===== src/rtl/shift_pkg.sv =====
// rtl/shift_pkg.sv - shared constants and FSM state type for the serial shift link
package shift_pkg;

    localparam int SHIFT_LEFT  = 1;
    localparam int SHIFT_RIGHT = 0;

    typedef enum logic {
        ST_IDLE  = 1'b0,
        ST_SHIFT = 1'b1
    } shift_state_t;

endpackage


===== src/rtl/shift_bit_counter.sv =====
// rtl/shift_bit_counter.sv - bit counter FSM and word-complete detection
module shift_bit_counter
    import shift_pkg::*;
#(
    parameter int SHIFT_WIDTH = 8,
    localparam int CW = $clog2(SHIFT_WIDTH + 1)
) (
    input  logic          clk,
    input  logic          aclr_n,
    input  logic          sclr,
    input  logic          enable,
    input  logic          start,
    output logic [CW-1:0] bit_cnt,
    output logic          word_done
);

    localparam logic [CW-1:0] LAST = CW'(SHIFT_WIDTH - 1);

    shift_state_t state;

    // The sampled bit is the last one of the word; a start bit always opens a new word instead.
    assign word_done = enable && !start && (state == ST_SHIFT) && (bit_cnt == LAST);

    // Count sampled bits; restart on start, wrap to IDLE on the final bit.
    always_ff @(posedge clk or negedge aclr_n) begin
        if (!aclr_n) begin
            state   <= ST_IDLE;
            bit_cnt <= '0;
        end else if (sclr) begin
            state   <= ST_IDLE;
            bit_cnt <= '0;
        end else if (enable) begin
            if (start) begin
                state   <= ST_SHIFT;
                bit_cnt <= CW'(1);
            end else if (word_done) begin
                state   <= ST_IDLE;
                bit_cnt <= '0;
            end else begin
                state   <= ST_SHIFT;
                bit_cnt <= bit_cnt + CW'(1);
            end
        end
    end

endmodule


===== src/rtl/shift_deserializer.sv =====
// rtl/shift_deserializer.sv - serial-to-parallel receiver with one-word output buffer
module shift_deserializer
    import shift_pkg::*;
#(
    parameter int SHIFT_WIDTH     = 8,
    parameter int SHIFT_DIRECTION = SHIFT_LEFT
) (
    input  logic                               clk,
    input  logic                               aclr_n,
    input  logic                               sclr,
    input  logic                               enable,
    input  logic                               shiftin,
    input  logic                               start,
    input  logic                               out_ready,
    output logic [SHIFT_WIDTH-1:0]             data_out,
    output logic                               out_valid,
    output logic                               overrun,
    output logic [$clog2(SHIFT_WIDTH+1)-1:0]   bit_cnt
);

    localparam bit MSB_FIRST = (SHIFT_DIRECTION != SHIFT_RIGHT);

    logic [SHIFT_WIDTH-1:0] asm_q;
    logic [SHIFT_WIDTH-1:0] asm_base;
    logic [SHIFT_WIDTH-1:0] asm_next;
    logic                   word_done;
    logic                   buf_free;

    shift_bit_counter #(
        .SHIFT_WIDTH (SHIFT_WIDTH)
    ) u_bit_counter (
        .clk       (clk),
        .aclr_n    (aclr_n),
        .sclr      (sclr),
        .enable    (enable),
        .start     (start),
        .bit_cnt   (bit_cnt),
        .word_done (word_done)
    );

    // Next assembly value; a start bit discards any partial word before shifting.
    always_comb begin
        asm_base = start ? '0 : asm_q;
        if (MSB_FIRST) begin
            asm_next = {asm_base[SHIFT_WIDTH-2:0], shiftin};
        end else begin
            asm_next = {shiftin, asm_base[SHIFT_WIDTH-1:1]};
        end
    end

    // The buffer can take a word if empty or being drained on this same edge.
    assign buf_free = !out_valid || out_ready;

    // Assembly register; cleared once a word completes so the next word starts clean.
    always_ff @(posedge clk or negedge aclr_n) begin
        if (!aclr_n) begin
            asm_q <= '0;
        end else if (sclr) begin
            asm_q <= '0;
        end else if (enable) begin
            asm_q <= word_done ? '0 : asm_next;
        end
    end

    // Output buffer, handshake and sticky overrun; a completed word bypasses asm_q for zero latency.
    always_ff @(posedge clk or negedge aclr_n) begin
        if (!aclr_n) begin
            data_out  <= '0;
            out_valid <= 1'b0;
            overrun   <= 1'b0;
        end else if (sclr) begin
            data_out  <= '0;
            out_valid <= 1'b0;
            overrun   <= 1'b0;
        end else begin
            if (word_done && buf_free) begin
                data_out  <= asm_next;
                out_valid <= 1'b1;
            end else if (out_valid && out_ready) begin
                out_valid <= 1'b0;
            end
            if (word_done && !buf_free) begin
                overrun <= 1'b1;
            end
        end
    end

endmodule


===== config.mk =====
export PLATFORM = sky130hd
export DESIGN_NAME = shift_deserializer
export DESIGN_NICKNAME = d
export VERILOG_FILES = /design/src/rtl/shift_pkg.sv /design/src/rtl/shift_bit_counter.sv /design/src/rtl/shift_deserializer.sv
export SDC_FILE = /design/constraint.sdc
export NUM_CORES = 1
export LEC_CHECK = 0
export CORE_UTILIZATION = 35
export DETAILED_ROUTE_END_ITERATION = 12
export SLEW_MARGIN = 30
export SYNTH_ARGS = -nofsm -noshare
export SYNTH_HDL_FRONTEND = slang
export SYNTH_SLANG_ARGS = --single-unit

===== constraint.sdc =====
create_clock -name clk -period 1.48 [get_ports clk]
set_clock_uncertainty 0.2 [all_clocks]
set_input_delay 0.296 -clock clk [delete_from_list [all_inputs] [get_ports clk]]
set_output_delay 0.296 -clock clk [all_outputs]
set_load 0.005 [all_outputs]

==> impl_metrics.yaml <==
placed_design:
  place_congestion: 0.790
  placed_cells: 167
  dp_hpwl_um: 1890
  io_buffer_count: 20
global_route:
  grt_first_pass_wirelength_um: 5240
  grtUsageTotal: 0.214
  antenna_found_initial: 0
  first_global_vias: 1045
  overflow: 0
  grt_max_degree: 23
sta:
  tns_ns: -3.26
  maxSlewViolCount: 0
  tightest_slew_ns: 0.543
  finalHoldViolCount: 0
  fmax_mhz: 586
  min_period_ns: 1.71
  timing.final.crit_share: 1.15
  worst_slack_ns: -0.226
  setup_viol_count_final: 21
  slew_headroom: 0.638
  rsz0062_at_grt: "yes"
route:
  ant_nets: 0
  vias: 1153
  wire_per_inst_um: 18.5
  vias_per_cell: 5.94
  wl_um: 3600
  drc: 2
  first_iter_violations: 45
  drt-pass1-iter-count: 8
power_and_ir_drop:
  p_leak_nw: 0.909
  peakVddDrop_mv: 0.619
  power.density_nw_per_um2: 563
logic_synthesis:
  synthFlopType: "dfrtp_1"
  synth_common_cells: "dfrtp_1 (22), nor2_1 (9), nand2b_1 (8)"
  synth_top_cell_by_area: "dfrtp_1"
  synth.distinct_cells: 32
  postSynthCellCount: 101
  synth-edff-count: 0
  yosysMostFrequentCell: "dfrtp_1"
  synth_area_um2: 1070
  ys_seq_area_frac: 0.513
  synth_fp_nets: 109
  synthArstFlopShare: 1.00
  ys_warn_count: 0
  syn_area_per_cell_um2: 10.6
  yosys_register_bits: 22
  synth_area_leaders: "dfrtp_1 (51%), o41ai_1 (5.7%), nand2b_1 (4.7%), a32oi_1 (4.1%), o311ai_0 (3.3%)"
  synth_top_cell_area_share: 0.513
job:
  cap_violations: 0
critical_path:
  path_max_fanout: 4
  worstReg2RegStart: "u_bit_counter.bit_cnt[0]"
  max_stage_delay_ns: 0.40
  startpoint_type: "flop"
  worst_path_dominant_cell_family: "simple AND/OR/NAND/NOR gates"
  cp.required_ns: 1.52
  cp.arrival_ns: 1.74
  timing.rr.end: "data_out[0]"
  crit_path_cell_trace: "buf_6 -> ha_4 -> and4b_4 -> buf_4 -> nand4_1 -> a21oi_1"
  ff2ff_path_depth: 6
  end_kind: "flop"
  timing.critical_path.buf_inv: 2
  reg2reg_slack_ns: -0.23
  cpMaxStageDelayCell: "dfrtp_1"
  crit_type: "flop to flop"
min_path:
  min_from: "start"
  hold_path_class: "input port to flop"
  min_path_cells: 2
  min_to: "u_bit_counter.bit_cnt[3]"
final_layout:
  antenna_cells: 0
  drive_gt1_frac: 0.540
  layout.nets: 172
  fill_cells: 169
  area_growth_pct: 85.5
  stdcell_count: 194
clock_tree:
  clockBufferDepth: 2
  cts_root_buf: "clkbuf_4"
  cts_hold_buf: 0
  cts_tree: "done"
  clk_transition_reported_paths_ns: 0.13
  cts_buffers: 3
  numClockSinks: 22
  worstSkewPairLatency_ns: 0.32
  htreeDepth: 1
die:
  die_w_um: 57.4
  coreArea_um2: 2830
  die_area_um2: 3290
  fp.dieH_um: 57.4
  start_util: 0.379
  rows: 19
  io_pins: 21
status:
  failed_checks: "DRC, setup timing"
  outcome: "complete, but fails checks"
[cell type report]
class / instances / area, um^2 / share of cell area
Tap cell: 31 / 38.8 / 0.0195
Sequential cell: 22 / 552 / 0.277
Timing Repair Buffer: 65 / 597 / 0.300
Multi-Input combinational cell: 70 / 758 / 0.381
Inverter: 2 / 7.51 / 0.00377
Clock buffer: 4 / 36.3 / 0.0182
[layout by cell type (no fill, tap or decap), types with 2 or more instances in the layout]
cell             instances
a21oi_1                  3
nand4b_4                 2
o311ai_4                 5
buf_12                   2
a21oi_2                  3
nand4_1                  2
dfrtp_1                 21
a32oi_1                  4
clkbuf_2                 3
nand2_1                  3
buf_4                   30
nor2_1                   8
o31ai_2                  2
clkdlybuf4s50_1          5
clkdlybuf4s15_1          8
buf_6                   15
o41ai_2                  7
nor2b_1                  2
nand2b_1                 7
clkbuf_4                 3
inv_1                    2
[registers in the layout (all words and copies together), names as in the netlist]
signal / count
u_bit_counter.state: 1
out_valid: 1
u_bit_counter.bit_cnt: 4
overrun: 1
data_out: 8
asm_q: 7
[per-stage QoR]
step                      power (W)  area, um^2  utilization  hold slack (ns)  worst slack, ns
final                       0.00112        1990        0.703           0.0966           -0.226
after global routing        0.00117        1990        0.703           0.0836           -0.273
after CTS                   0.00111        1820        0.644            0.120           -0.185
after detailed placement   0.000748        1480        0.524            0.312           -0.599
after global placement     0.000747        1480        0.524            0.310           -0.529
after floorplan            0.000669        1100            -           -0.200          -0.0621
[timing repair]
item                                    in CTS  in global routing
endpoints found under the hold margin        0                  0
pin swaps                                   10                  7
endpoints found under the setup margin      33                 35
setup buffers                               14                  8
gates cloned                                 1                  0
resized for setup                           62                 34
[power breakdown]
part	switching, W	internal [W]
Combinational	0.0000891	0.0000761
Sequential	0.00000926	0.000608
Clock	0.000187	0.000151
[worst max path at each step]
stage,to,start,depth (start not counted),slack (ns)
final,data_out[0],u_bit_counter.bit_cnt[0],6,-0.23
after global routing,data_out[0],u_bit_counter.bit_cnt[1],6,-0.27
after CTS,data_out[6],u_bit_counter.bit_cnt[1],6,-0.18
after detailed placement,data_out[4],out_ready,4,-0.60
after global placement,overrun,out_ready,5,-0.53
after floorplan,data_out[1],u_bit_counter.bit_cnt[1],4,-0.06
[routing by layer]
metal,vias up,share of wire,GRT usage
met2,39,0.50,0.321
met3,13,0.047,0.0431
met4,0,0.035,0.0836
met5,-,0,0
met1,585,0.42,0.305
li1,516,-,-
[cell families (layout without fill, tap and decap cells)]
family / after synthesis / in the layout / share of synthesized area
AND/OR/NAND/NOR: 35 / 36 / 0.196
AO/OA/AOI/OAI: 32 / 32 / 0.230
flip-flops: 22 / 22 / 0.513
buffers and inverters: 10 / 71 / 0.0397
adder cells (fa/ha/maj): 1 / 1 / 0.0117
multiplexers: 1 / 1 / 0.00934
Power figures use the tool's default switching activity.
==> RTL change: new RTL, same settings <==
Put a register stage on the output `bit_cnt`. The value now appears one clock later. The other outputs are not delayed to match.
--- a/src/rtl/shift_deserializer.sv
+++ b/src/rtl/shift_deserializer.sv
@@ -20,6 +20,8 @@
 
     localparam bit MSB_FIRST = (SHIFT_DIRECTION != SHIFT_RIGHT);
 
+    logic [$clog2(SHIFT_WIDTH+1)-1:0] bit_cnt_d;
+
     logic [SHIFT_WIDTH-1:0] asm_q;
     logic [SHIFT_WIDTH-1:0] asm_base;
     logic [SHIFT_WIDTH-1:0] asm_next;
@@ -34,7 +36,7 @@
         .sclr      (sclr),
         .enable    (enable),
         .start     (start),
-        .bit_cnt   (bit_cnt),
+        .bit_cnt   (bit_cnt_d),
         .word_done (word_done)
     );
 
@@ -85,5 +87,13 @@
         end
     end
 
+    always_ff @(posedge clk or negedge aclr_n) begin
+        if (!aclr_n) begin
+            bit_cnt <= '0;
+        end else begin
+            bit_cnt <= bit_cnt_d;
+        end
+    end
+
 endmodule
 
Formal check against the unedited RTL: not equivalent (a bounded check fails within 4 cycles, from zero or initial values).
==> RTL change against the unedited design <==
- the run ends with setup timing left
- synthesized cell count rose by 3.0%
- cell count increased by 10%
- sequential cell count is 4 higher
- cell area rose by 2.3%
- non-clock buffer count increased by 2
- worst hold slack improved by 0.0025 ns
- routed wire length shrank 1.0%
- combinational power decreased by 5%
- power grew 12%
- area after synthesis increased by 6.5%
- sequential power increased by 18%
- sequential share of layout area up 4.3 points
- worst setup slack lost 0.021 ns
- largest power group unchanged
==> RTL change: results <==
metrics = {
    "timing": {
        "setup_tns_ns": -3.32,
        "layout_setup_ws_ns": -0.248,
        "hold_ws_ns": 0.0991,
        "setup_viol": 21,
        "relSlewSlack_pct": 79.9,
    },
    "synthesis": {
        "avgSynthCellArea_sq_um": 11.0,
        "ys_warn_count": 0,
        "ys.flop_type": "dfrtp_1",
        "synth_nets": 112,
        "synth_area_leaders": "dfrtp_1, nand2b_1, o311ai_1, o41ai_1, a21oi_1",
        "seq_area_frac_synth_pct": 57.0,
        "ys_types": 34,
        "yosys-top-cells-count": "dfrtp_1, nor2_1, a21oi_1, nand2_1, nand2b_1",
    },
    "route": {
        "drtPass1Iterations": 4,
        "viasPerCell": 5.41,
        "wl_met2_mm": 1.79,
        "wire_per_inst_um": 16.6,
        "route.met3.wl_um": 127,
        "drtIter0Drc": 25,
        "via_count": 1157,
        "wl_met1_mm": 1.58,
    },
    "finish": {
        "fin_nets": 179,
        "drive_gt1_share_pct": 48.8,
        "fillers": 222,
        "largestRegisters": "data_out x8, asm_q x7",
        "fin_util_pct": 66.1,
    },
    "global_routing": {
        "grt_pass1_wl_mm": 5.20,
        "grt_max_degree": 27,
        "grt_use_met3_pct": 1.97,
        "met2_usage_pct": 33.9,
        "grt_use_met1_pct": 27.1,
        "grt_pass1_vias": 1111,
        "grt_usage_pct": 20.2,
    },
    "place": {
        "placed_cells": 191,
        "dpl_cell_area_sq_um": 1630,
        "place_congestion": 0.831,
        "io_buffers": 20,
        "place_ws_ns": -0.513,
        "place_hpwl_mm": 2.16,
    },
    "pwr": {
        "ir_drop_uv": 402,
        "p_leak_nw": 0.938,
        "power_density_nw_per_um2": 617,
        "switching_share_pct": 25.0,
        "seqPwrFrac_pct": 58.2,
        "p_clk_share_pct": 29.4,
    },
    "cts": {
        "clockBufferDepth": 2,
        "clock_latency_ns": 0.33,
        "cts_made_buffers": 3,
        "cts.clk_slew.worst_paths_ns": 0.15,
    },
    "run_status": {
        "violations": "setup timing",
        "status": "finished, violations left",
    },
    "worst_setup_path": {
        "arrival_ns": 1.76,
        "r2r-end": "asm_q[3]$_DFFE_PN0P_",
        "crit_fanout": 5,
        "critPathSlowestCell": "dfrtp_1",
        "max_stage_delay_ns": 0.43,
        "r2r_cells": 7,
        "crit_family": "buffers and inverters",
    },
    "worst_hold_path": {
        "min_path_type": "in2async",
    },
}
RTL change: cell types whose count changed after synthesis, sizes merged, moves of 2 or more:
| cell | before | now |
|---|---|---|
| nand3 | 2 | 5 |
| clkbuf | 4 | 2 |
| a32oi | 5 | 2 |
| nand2 | 4 | 7 |
| dfrtp | 22 | 26 |
| o41ai | 7 | 5 |
RTL change: timing repair:
action | 4_1_cts | 5_1_grt
pin swaps | 5 | 12
cloned | 1 | 0
endpoints found under the setup margin | 28 | 30
buffers inserted | 11 | 7
gates resized for setup | 33 | 39
RTL change: layout make-up:
cell class                 count  area share, %
multi-input combinational     70           33.6
sequential                    26           32.0
timing repair buffer          67           29.3
tap                           44           2.71
clock buffer                   4           1.78
inverter                       3          0.554
RTL change: cells by family (layout without fill, tap and decap cells):
family	after synthesis	count (layout)	synth area share, %
compound gates	30	30	19.7
flops	26	26	57.0
simple gates	37	38	17.5
fa+ha+maj	1	1	1.10
buf+inv	9	74	3.83
mux	1	1	0.876
